$ cat config.mk
export PLATFORM = sky130hd
export DESIGN_NAME = repetition_stimulus_flat
export DESIGN_NICKNAME = d
export VERILOG_FILES = /design/src/rtl/repetition_stimulus_if.sv /design/src/rtl/repetition_stimulus.sv /design/src/flat_wrapper.sv
export SDC_FILE = /design/constraint.sdc
export NUM_CORES = 1
export LEC_CHECK = 0
export ABC_AREA = 1
export CAP_MARGIN = 5
export CORE_ASPECT_RATIO = 1.1
export CORE_MARGIN = 10
export CORE_UTILIZATION = 50
export CTS_BUF_LIST = sky130_fd_sc_hd__clkbuf_8
export DETAILED_ROUTE_END_ITERATION = 8
export PLACE_DENSITY_LB_ADDON = 0.08
export SLEW_MARGIN = 20
export SYNTH_ARGS = -nofsm -noshare
export SYNTH_HDL_FRONTEND = slang
export SYNTH_SLANG_ARGS = --single-unit
$ cat constraint.sdc
create_clock -name clk -period 2.2 [get_ports clk]
set_clock_uncertainty 0.1 [all_clocks]
set_input_delay 0.44 -clock clk [delete_from_list [all_inputs] [get_ports clk]]
set_output_delay 0.44 -clock clk [all_outputs]
set_load 0.01 [all_outputs]
$ cat src/rtl/repetition_stimulus_if.sv
// Handshake bundle between the stimulus generator and whoever drives it.
// The master side issues burst requests and observes the a/b trace;
// the slave side is the generator itself.
interface repetition_stimulus_if;
  logic       start;
  logic       abort;
  logic [3:0] extra_gap;
  logic       a;
  logic       b;
  logic       busy;
  logic       done;

  modport master (
    output start, abort, extra_gap,
    input  a, b, busy, done
  );

  modport slave (
    input  start, abort, extra_gap,
    output a, b, busy, done
  );
endinterface

$ cat src/rtl/repetition_stimulus.sv
// Stimulus generator for the repetition-operator checkers.
// A burst is: RUN_LEN cycles of a, an idle gap, then B_COUNT single-cycle
// b pulses separated by idle gaps. Every output comes straight from a flop
// loaded with the decode of the next state, so nothing is combinational
// from inputs to outputs and a/b line up with the state they belong to.
module repetition_stimulus #(
  parameter int RUN_LEN = 5,
  parameter int B_COUNT = 2,
  parameter int MIN_GAP = 4,
  parameter int B_GAP   = 1
) (
  input logic                 clk,
  input logic                 rst_n,
  repetition_stimulus_if.slave bus
);

  localparam int RW   = $clog2(RUN_LEN + 1);
  localparam int GMAX = ((MIN_GAP > B_GAP) ? MIN_GAP : B_GAP) + 15;
  localparam int GW   = $clog2(GMAX + 1);
  localparam int PW   = $clog2(B_COUNT + 1);

  localparam logic [RW-1:0] RUN_LAST   = RW'(RUN_LEN - 1);
  localparam logic [PW-1:0] PULSE_LAST = PW'(B_COUNT - 1);
  localparam logic [GW-1:0] MIN_GAP_W  = GW'(MIN_GAP);
  localparam logic [GW-1:0] B_GAP_W    = GW'(B_GAP);

  typedef enum logic [2:0] {
    IDLE    = 3'd0,
    RUN_A   = 3'd1,
    GAP_A   = 3'd2,
    PULSE_B = 3'd3,
    GAP_B   = 3'd4
  } state_t;

  state_t          state, state_next;
  logic [RW-1:0]   run_cnt, run_cnt_next;
  logic [GW-1:0]   gap_cnt, gap_cnt_next;
  logic [PW-1:0]   pulse_cnt, pulse_cnt_next;
  logic [3:0]      gap_x, gap_x_next;
  logic [GW-1:0]   gap_len;
  logic            a_reg, b_reg, busy_reg, done_reg;
  logic            a_next, b_next, busy_next, done_next;

  // Length of whichever gap we are currently in, widened so the +15 never wraps.
  always_comb begin
    gap_len = ((state == GAP_A) ? MIN_GAP_W : B_GAP_W) + GW'(gap_x);
  end

  // Next-state and counter logic; abort overrides every other transition.
  always_comb begin
    state_next     = state;
    run_cnt_next   = run_cnt;
    gap_cnt_next   = gap_cnt;
    pulse_cnt_next = pulse_cnt;
    gap_x_next     = gap_x;

    case (state)
      IDLE: begin
        if (bus.start) begin
          state_next     = RUN_A;
          gap_x_next     = bus.extra_gap;
          run_cnt_next   = '0;
          gap_cnt_next   = '0;
          pulse_cnt_next = '0;
        end
      end
      RUN_A: begin
        if (run_cnt == RUN_LAST) begin
          state_next   = GAP_A;
          gap_cnt_next = '0;
        end else begin
          run_cnt_next = run_cnt + RW'(1);
        end
      end
      GAP_A, GAP_B: begin
        if (gap_cnt == gap_len - GW'(1)) begin
          state_next = PULSE_B;
        end else begin
          gap_cnt_next = gap_cnt + GW'(1);
        end
      end
      PULSE_B: begin
        // pulse_cnt holds the number of pulses already finished before this one.
        if (pulse_cnt == PULSE_LAST) begin
          state_next = IDLE;
        end else begin
          state_next     = GAP_B;
          gap_cnt_next   = '0;
          pulse_cnt_next = pulse_cnt + PW'(1);
        end
      end
      default: state_next = IDLE;
    endcase

    if (bus.abort && (state != IDLE)) begin
      state_next     = IDLE;
      run_cnt_next   = '0;
      gap_cnt_next   = '0;
      pulse_cnt_next = '0;
    end
  end

  // Output decode of the upcoming state, loaded into the output flops below.
  always_comb begin
    a_next    = (state_next == RUN_A);
    b_next    = (state_next == PULSE_B);
    busy_next = (state_next != IDLE);
    done_next = (state_next == PULSE_B) && (pulse_cnt_next == PULSE_LAST);
  end

  // State, counters and registered outputs.
  always_ff @(posedge clk or negedge rst_n) begin
    if (!rst_n) begin
      state     <= IDLE;
      run_cnt   <= '0;
      gap_cnt   <= '0;
      pulse_cnt <= '0;
      gap_x     <= '0;
      a_reg     <= 1'b0;
      b_reg     <= 1'b0;
      busy_reg  <= 1'b0;
      done_reg  <= 1'b0;
    end else begin
      state     <= state_next;
      run_cnt   <= run_cnt_next;
      gap_cnt   <= gap_cnt_next;
      pulse_cnt <= pulse_cnt_next;
      gap_x     <= gap_x_next;
      a_reg     <= a_next;
      b_reg     <= b_next;
      busy_reg  <= busy_next;
      done_reg  <= done_next;
    end
  end

  assign bus.a    = a_reg;
  assign bus.b    = b_reg;
  assign bus.busy = busy_reg;
  assign bus.done = done_reg;

endmodule
$ cat src/flat_wrapper.sv
// flat-port wrapper written by rule: the top's interface ports become plain ports
module repetition_stimulus_flat 
#(
  parameter int RUN_LEN = 5,
  parameter int B_COUNT = 2,
  parameter int MIN_GAP = 4,
  parameter int B_GAP   = 1
)
  (clk, rst_n, bus_start, bus_abort, bus_extra_gap, bus_a, bus_b, bus_busy, bus_done);
  repetition_stimulus_if bus_i ();
  input logic clk;
  input logic rst_n;
  input wire logic [$bits(bus_i.start)-1:0] bus_start;
  input wire logic [$bits(bus_i.abort)-1:0] bus_abort;
  input wire logic [$bits(bus_i.extra_gap)-1:0] bus_extra_gap;
  output wire logic [$bits(bus_i.a)-1:0] bus_a;
  output wire logic [$bits(bus_i.b)-1:0] bus_b;
  output wire logic [$bits(bus_i.busy)-1:0] bus_busy;
  output wire logic [$bits(bus_i.done)-1:0] bus_done;
  assign bus_i.start = bus_start;
  assign bus_i.abort = bus_abort;
  assign bus_i.extra_gap = bus_extra_gap;
  assign bus_a = bus_i.a;
  assign bus_b = bus_i.b;
  assign bus_busy = bus_i.busy;
  assign bus_done = bus_i.done;
  repetition_stimulus #(.RUN_LEN(RUN_LEN), .B_COUNT(B_COUNT), .MIN_GAP(MIN_GAP), .B_GAP(B_GAP)) u_core (.clk(clk), .rst_n(rst_n), .bus(bus_i));
endmodule
==> flow_metrics.tcl, run 1 <==
set metrics [dict create \
    outcome "finished with violations" \
    violations "setup timing" \
    critical_path.cell_chain "inv_2 -> nand2_2 -> nor2_4 -> ha_4 -> inv_2 -> ha_4 -> inv_2 -> fa_1 -> inv_1 -> nand2_1 -> nand2_1 -> nand3_2 -> nor2_4 -> nand3_2 -> nand2_2 -> nand2_4 -> nand3_1 -> nand2_1" \
    die_area_mm2 0.00516 \
    cell_internal_pwr_mw 1.06 \
    clock_insertion_delay_worst_skew_ns 0.26 \
    cp_max_fo 5 \
    syn_nets 204 \
    place.detailed.instances 238 \
    vdd.ir_drop.worst_v 0.000831 \
    crit_path_end_kind "flop" \
    synth.top_cell.area_share 0.391 \
    fp.dieW_um 69.4 \
    filler_cell_count 215 \
    cell_taking_the_most_area_after_synthesis "sky130_fd_sc_hd__dfrtp_1" \
    regMostFlops "u_core.gap_cnt" \
    timing.critical_path.required_ns 2.25 \
    preCtsSetupSlack_ns -0.272 \
    initial_antenna_violation_count 0 \
    synth.area.top_cells "sky130_fd_sc_hd__dfrtp_1, sky130_fd_sc_hd__nand2_1, sky130_fd_sc_hd__inv_1, sky130_fd_sc_hd__ha_1, sky130_fd_sc_hd__nor2_1" \
    gr-usage-all-layers 0.112 \
    top_level_ports 12 \
    critical_path_capture_point "u_core.gap_cnt[2]" \
    multi_input_comb_area_um2 777 \
    tritoncts_buffer_count 3 \
    detailroute.via_count 1178 \
    hold_path_startpoint "u_core.run_cnt[2]" \
    final_core_util 0.672 \
    drv.max_cap_violation_count 0 \
    cts_hold_buffers 0 \
    rsz_0062_raised_after_global_routing "true" \
    avgRoutedWirePerCell_um 11.4 \
    largest_register_ff_count 5 \
    relSlewSlack 0.782 \
    detailed_place_hpwl_um 2110 \
    place.port_buffers 11 \
    cpPeakStageDelay_ns 0.42 \
    grt-ovfl-total 0 \
    p_per_area_mw_per_mm2 1100 \
    min_period_over_period 1.13 \
    gp_congestion 0.907 \
    slowest_stage "sky130_fd_sc_hd__fa_1" \
    timing.final.setup_violations 12 \
    postSynth.asyncResetShare 1.00 \
    final-max-slew-violation-count 0 \
    tritoncts "done" \
    period_minus_slack_ns 2.48 \
    post_synth_num_cell_types 21 \
    detail_route.iter0.violations 42 \
    initial_cell_density_of_the_core 0.528 \
    synth.avg_cell_area_um2 7.18 \
    ys_ff_latch 21 \
    n_antenna_cell 0 \
    cts.clk_slew.worst_paths_ns 0.07 \
    synth_cells 187 \
    p_switching_uw 827 \
    nets 230 \
    synth_enable_flop_cells 0 \
    drt.antenna.violating_nets 0 \
    reg2reg_slack_ns -0.28 \
    mappedNetlistArea_mm2 0.00134 \
    layout_top_registers "u_core.gap_cnt: 5 flops, u_core.gap_x: 4 flops" \
    core.rowCount 19 \
    max_clock_buf_depth 2 \
    cts-root-buf "sky130_fd_sc_hd__clkbuf_8" \
    max_freq_mhz 403 \
    critical_path.startpoint "u_core.state[0]" \
    hold_viol_final 0 \
    cp.arrival_ns 2.53 \
    fraction_of_the_yosys_area_taken_by_sequential_cells 0.391 \
    power.sequential.fraction 0.278 \
    r2r-start "u_core.state[0]" \
    grt_pass1_wl_um 4860 \
    yosysWarnings 0 \
    maximum_number_of_pins_on_one_net_before_global_route_repair 22 \
    routed_via_count_divided_by_cell_count 4.85 \
    syn2layout_area_growth_pct 27.4 \
    fraction_of_final_layout_cells_with_drive_strength_greater_than_1 0.203 \
    core-area_mm2 0.00254 \
    drtPass1Iterations 4 \
    post_synth_most_frequent_cells "sky130_fd_sc_hd__nand2_1, sky130_fd_sc_hd__inv_1, sky130_fd_sc_hd__dfrtp_1, sky130_fd_sc_hd__nor2_1, sky130_fd_sc_hd__nand3_1" \
    netSwitchingFraction 0.439 \
    power.leakage_nw 0.912 \
    capture_point_of_the_worst_reg_to_reg_path "u_core.gap_cnt[2]" \
    total_power_mw 1.89 \
    finalWirelength_um 2770 \
    numClockSinks 21 \
    grt_pass1_vias 1164 \
    comb_power_share 0.593 \
    postLayoutSetupSlackWorst_ns -0.279 \
    tightest_slew_ns 0.326 \
    yosysMostFrequentCell "sky130_fd_sc_hd__nand2_1" \
    criticalPathCategory "flop to flop" \
    critical_path_launch_point_type "flop" \
    number_of_levels_in_the_clock_h_tree 1 \
    final.hold.worst_slack_ns 0.396 \
    area.sequential_um2 526 \
    remaining_drc_errors 0 \
    y_dimension_of_the_die_um 74.3 \
    worst_hold_path.num_cells 2 \
    clock_power_share 0.128 \
    ys.flop_type "sky130_fd_sc_hd__dfrtp_1" \
    hold_path_class "flop to flop" \
    reg2reg_depth 18 \
    finalNonFillerCells 243 \
]
how the worst min path moves through the flow:
stage                        endpoint
global route          u_core.gap_x[2]
finish              u_core.run_cnt[2]
global placement    u_core.run_cnt[2]
detailed placement  u_core.run_cnt[2]
floorplan                u_core.bus.a
CTS                 u_core.run_cnt[2]
power by group through the flow:
| stage | combinational, mW | sequential, mW | clock (mW) |
|---|---|---|---|
| floorplan | 0.725 | 0.536 | 0 |
| global placement | 0.992 | 0.529 | 0 |
| detailed placement | 1.01 | 0.532 | 0 |
| CTS | 1.07 | 0.525 | 0.251 |
| global route | 1.29 | 0.538 | 0.259 |
| finish | 1.12 | 0.525 | 0.242 |
cell families after synthesis:
family	after synthesis	share of synthesized area
and+or+nand+nor	104	0.341
xor gates and xnor gates	4	0.0261
AOI/OAI and AO/OA	11	0.0410
muxes	1	0.00746
DFF	21	0.391
buffers and inverters	37	0.103
adders and majority gates	9	0.0895
per-stage QoR:
stage | instance area, um^2 | TNS, ns
floorplan | 1370 | -1.18
global placement | 1590 | -2.07
detailed placement | 1590 | -2.65
CTS | 1670 | -2.46
global route | 1710 | -4.67
finish | 1710 | -2.74
area by class of cell:
class	count	area share
sequential	21	0.307
clock buffer	3	0.0241
clock inverter	1	0.00219
timing repair buffer	21	0.108
tap	31	0.0227
inverter	37	0.0812
multi-input combinational	129	0.454
routing by layer:
layer  up-vias  track usage  wire length (um)  share of wire
met5         -            0                 0              0
met4         0       0.0582                48          0.017
met3         5       0.0199                78          0.028
met2        19        0.207              1450           0.52
met1       530        0.122              1190           0.43
li1        624            -                 -              -
cells in the final DEF (no fill, tap or decap), types with 2 or more instances in the layout:
cell type	Yosys	layout
sky130_fd_sc_hd__clkbuf_8	0	3
sky130_fd_sc_hd__nor2_4	0	2
sky130_fd_sc_hd__nand2_1	55	51
sky130_fd_sc_hd__clkdlybuf4s50_1	0	11
sky130_fd_sc_hd__o21ai_0	4	3
sky130_fd_sc_hd__buf_4	0	10
sky130_fd_sc_hd__ha_4	0	3
sky130_fd_sc_hd__xor2_1	2	2
sky130_fd_sc_hd__nand2_4	1	2
sky130_fd_sc_hd__xnor2_1	2	2
sky130_fd_sc_hd__inv_2	4	7
sky130_fd_sc_hd__nand2_2	2	5
sky130_fd_sc_hd__nand3_1	14	9
sky130_fd_sc_hd__ha_1	8	5
sky130_fd_sc_hd__inv_1	33	31
sky130_fd_sc_hd__dfrtp_1	21	21
sky130_fd_sc_hd__a21oi_1	7	7
sky130_fd_sc_hd__nor2_1	19	18
sky130_fd_sc_hd__nor3_1	5	5
sky130_fd_sc_hd__or2_2	2	2
sky130_fd_sc_hd__nor2_2	3	2
sky130_fd_sc_hd__nand3_2	0	5
worst max-delay path, delay by kind of cell (launching register included):
| kind | cells | cell delay [ns] |
|---|---|---|
| adder cells (fa/ha/maj) | 3 | 0.72 |
| buffers and inverters | 4 | 0.22 |
| flip-flops | 1 | 0.38 |
| AND/OR/NAND/NOR | 11 | 0.94 |
repair_timing:
item	in CTS	in global routing
setup endpoints to repair	12	12
resized for setup	8	7
gates cloned	0	0
pin swaps	2	0
setup buffers	1	0
hold endpoints to repair	0	0
Note: power is estimated with default switching activity, not from simulation.
==> run 2, diff against run 1 <==
--- a/config.mk
+++ b/config.mk
@@ -12,7 +12,7 @@
 export CORE_UTILIZATION = 50
 export CTS_BUF_LIST = sky130_fd_sc_hd__clkbuf_8
 export DETAILED_ROUTE_END_ITERATION = 8
-export PLACE_DENSITY_LB_ADDON = 0.08
+export PLACE_DENSITY = 0.73
 export SLEW_MARGIN = 20
 export SYNTH_ARGS = -nofsm -noshare
 export SYNTH_HDL_FRONTEND = slang
==> run 2 against run 1 <==
Compared with the run above:
- the run still ends with setup timing left
- first-iteration DRC count is 4.8% higher
- clock power is 2% higher
- die area stayed put
- setup slack worse by 0.0033 ns
- global-route usage is 1.2 points higher
- critical endpoint unchanged
- largest power group unchanged
- hold slack worse by 0.00094 ns
- non-clock buffer count is 1 higher
- count of clock-buffer cells in the layout stayed put
- total power is 2.7% higher
==> flow_metrics.tcl, run 2 (synthesis results as in run 1) <==
set metrics [dict create \
    cts-root-buf "sky130_fd_sc_hd__clkbuf_8" \
    number_of_levels_in_the_clock_h_tree 1 \
    detail_route.iter0.violations 44 \
    finalWirelength_um 3020 \
    rsz_0062_raised_after_global_routing "true" \
    critical_path_launch_point_type "flop" \
    vdd.ir_drop.worst_v 0.000953 \
    gp_congestion 0.924 \
    total_power_mw 1.94 \
    routed_via_count_divided_by_cell_count 5.03 \
    final-max-slew-violation-count 0 \
    numClockSinks 21 \
    timing.final.setup_violations 12 \
    hold_viol_final 0 \
    grt-ovfl-total 0 \
    tightest_slew_ns 0.390 \
    grt_pass1_vias 1296 \
    cp_num_buf_inv 4 \
    remaining_drc_errors 0 \
    cts.clk_slew.worst_paths_ns 0.08 \
    maximum_number_of_pins_on_one_net_before_global_route_repair 22 \
    relSlewSlack 0.738 \
    clock_power_share 0.128 \
    filler_cell_count 215 \
    regMostFlops "u_core.gap_cnt" \
    critical_path.startpoint "u_core.state[0]" \
    max_clock_buf_depth 2 \
    largest_register_ff_count 5 \
    slowest_stage "sky130_fd_sc_hd__fa_1" \
    nets 231 \
    fraction_of_final_layout_cells_with_drive_strength_greater_than_1 0.221 \
    cpPeakStageDelay_ns 0.42 \
    tritoncts "done" \
    grt_pass1_wl_um 5440 \
    initial_cell_density_of_the_core 0.528 \
    detailroute.via_count 1227 \
    y_dimension_of_the_die_um 74.3 \
    drtPass1Iterations 4 \
    cp.arrival_ns 2.54 \
    p_per_area_mw_per_mm2 1120 \
    die_area_mm2 0.00516 \
    clock_insertion_delay_worst_skew_ns 0.26 \
    layout_top_registers "u_core.gap_cnt: 5 flops, u_core.gap_x: 4 flops" \
    place.port_buffers 11 \
    timing.critical_path.required_ns 2.25 \
    comb_power_share 0.599 \
    critical_path.cell_chain "inv_2 -> nand2_2 -> nor2_4 -> ha_4 -> inv_2 -> ha_4 -> inv_2 -> fa_1 -> inv_1 -> nand2_1 -> nand2_1 -> nand3_2 -> nor2_4 -> nand3_2 -> nand2_2 -> nand2_4 -> nand3_1 -> nand2_1" \
    r2r-start "u_core.state[0]" \
    critPathTopFamily "simple AND/OR/NAND/NOR gates" \
    hold_path_startpoint "u_core.run_cnt[2]" \
    criticalPathCategory "flop to flop" \
    max_freq_mhz 403 \
    detailed_place_hpwl_um 2270 \
    power.leakage_nw 0.917 \
    top_level_ports 12 \
    postLayoutSetupSlackWorst_ns -0.283 \
    most_common_cell_after_layout_fill_and_taps_aside "sky130_fd_sc_hd__nand2_1" \
    core-area_mm2 0.00254 \
    gr-usage-all-layers 0.125 \
    preCtsSetupSlack_ns -0.277 \
    n_antenna_cell 0 \
    outcome "finished with violations" \
    cp_max_fo 5 \
    min_period_over_period 1.13 \
    period_minus_slack_ns 2.48 \
    avgRoutedWirePerCell_um 12.4 \
    fp.dieW_um 69.4 \
    power.sequential.fraction 0.273 \
    p_switching_uw 865 \
    syn2layout_area_growth_pct 28.6 \
    violations "setup timing" \
    crit_path_end_kind "flop" \
    tritoncts_buffer_count 3 \
    hold_path_class "flop to flop" \
    drv.max_cap_violation_count 0 \
    core.rowCount 19 \
    initial_antenna_violation_count 0 \
    drt.antenna.violating_nets 0 \
    layout.cells.most_common_list "sky130_fd_sc_hd__nand2_1, sky130_fd_sc_hd__inv_1, sky130_fd_sc_hd__dfrtp_1" \
    cell_internal_pwr_mw 1.07 \
    netSwitchingFraction 0.447 \
]
-- run 2: changes by cell type in the layout (fill, tap and decap cells not counted) --
cell / previous run / this run
sky130_fd_sc_hd__buf_6: 0 / 1
sky130_fd_sc_hd__nand2_2: 5 / 6
sky130_fd_sc_hd__nor2_2: 2 / 3
sky130_fd_sc_hd__inv_1: 31 / 30
sky130_fd_sc_hd__inv_2: 7 / 8
sky130_fd_sc_hd__nor2_1: 18 / 17
sky130_fd_sc_hd__nand2_1: 51 / 50
-- run 2: cell type report --
| cell class | count | area [um^2] | area share |
|---|---|---|---|
| flip-flops and latches | 21 | 526 | 0.304 |
| well taps | 31 | 38.8 | 0.0225 |
| clock inverters | 1 | 3.75 | 0.00217 |
| clock buffers | 3 | 41.3 | 0.0239 |
| multi-input cells | 129 | 782 | 0.453 |
| repair buffers | 22 | 196 | 0.114 |
| inverters | 37 | 139 | 0.0804 |
-- run 2: metal layers --
layer  vias to the layer above  share of wire  GRT usage
li1                        622              -          -
met1                       578           0.42      0.130
met2                        19           0.54      0.239
met3                         8          0.029     0.0253
met4                         0          0.017     0.0559
met5                         -              0          0
-- run 2: worst reg2reg max path: stages, from the launching register on --
cell and delay, ns:
sky130_fd_sc_hd__dfrtp_1 0.39, sky130_fd_sc_hd__inv_2 0.07, sky130_fd_sc_hd__nand2_2 0.05, sky130_fd_sc_hd__nor2_4 0.13
sky130_fd_sc_hd__ha_4 0.14, sky130_fd_sc_hd__inv_2 0.04, sky130_fd_sc_hd__ha_4 0.15, sky130_fd_sc_hd__inv_2 0.05
sky130_fd_sc_hd__fa_1 0.42, sky130_fd_sc_hd__inv_1 0.07, sky130_fd_sc_hd__nand2_1 0.05, sky130_fd_sc_hd__nand2_1 0.07
sky130_fd_sc_hd__nand3_2 0.09, sky130_fd_sc_hd__nor2_4 0.14, sky130_fd_sc_hd__nand3_2 0.11, sky130_fd_sc_hd__nand2_2 0.10
sky130_fd_sc_hd__nand2_4 0.07, sky130_fd_sc_hd__nand3_1 0.08, sky130_fd_sc_hd__nand2_1 0.06
-- run 2: what timing repair did --
action / in CTS / in global routing
resized for setup: 13 / 6
setup endpoints to repair: 12 / 12
gates cloned: 0 / 0
pin swaps: 4 / 0
buffers inserted: 1 / 0
hold buffers: 0 / 0
-- run 2: power groups by stage --
stage	Clock [mW]	Sequential, mW	Combinational [mW]
after global placement	0	0.530	1.00
after floorplan	0	0.536	0.725
after CTS	0.257	0.527	1.11
final	0.248	0.528	1.16
after global routing	0.267	0.540	1.34
after detailed placement	0	0.533	1.04
-- run 2: stage by stage --
step | setup TNS (ns) | std cells | hold slack, ns | area, um^2 | utilization
floorplan | -1.18 | 187 | 0.0444 | 1370 | -
global placement | -2.06 | 239 | 0.373 | 1590 | 0.627
detailed placement | -2.78 | 239 | 0.378 | 1590 | 0.627
CTS | -2.49 | 244 | 0.399 | 1700 | 0.669
global route | -4.73 | 244 | 0.422 | 1730 | 0.679
finish | -2.72 | 244 | 0.396 | 1730 | 0.679
-- run 2: final timing paths --
kind	end	slack, ns	cells past startpoint
setup / recovery	u_core.gap_cnt[2]	-0.28	18
hold / removal	u_core.run_cnt[2]	0.40	2
setup reg to reg	u_core.gap_cnt[2]	-0.28	18
hold reg to reg	u_core.run_cnt[2]	0.40	2
max in group asynchronous	u_core.gap_x[2]	1.37	2
min in group asynchronous	u_core.run_cnt[0]	0.42	2
==> run 3, diff against run 2 <==
--- a/config.mk
+++ b/config.mk
@@ -6,12 +6,13 @@
 export NUM_CORES = 1
 export LEC_CHECK = 0
 export ABC_AREA = 1
-export CAP_MARGIN = 5
+export CAP_MARGIN = 20
 export CORE_ASPECT_RATIO = 1.1
 export CORE_MARGIN = 10
 export CORE_UTILIZATION = 50
 export CTS_BUF_LIST = sky130_fd_sc_hd__clkbuf_8
 export DETAILED_ROUTE_END_ITERATION = 8
+export GPL_TIMING_DRIVEN = 1
 export PLACE_DENSITY = 0.73
 export SLEW_MARGIN = 20
 export SYNTH_ARGS = -nofsm -noshare
==> results of run 3 <==
No change in the layout: final DEF, timing and power equal those of run 2.
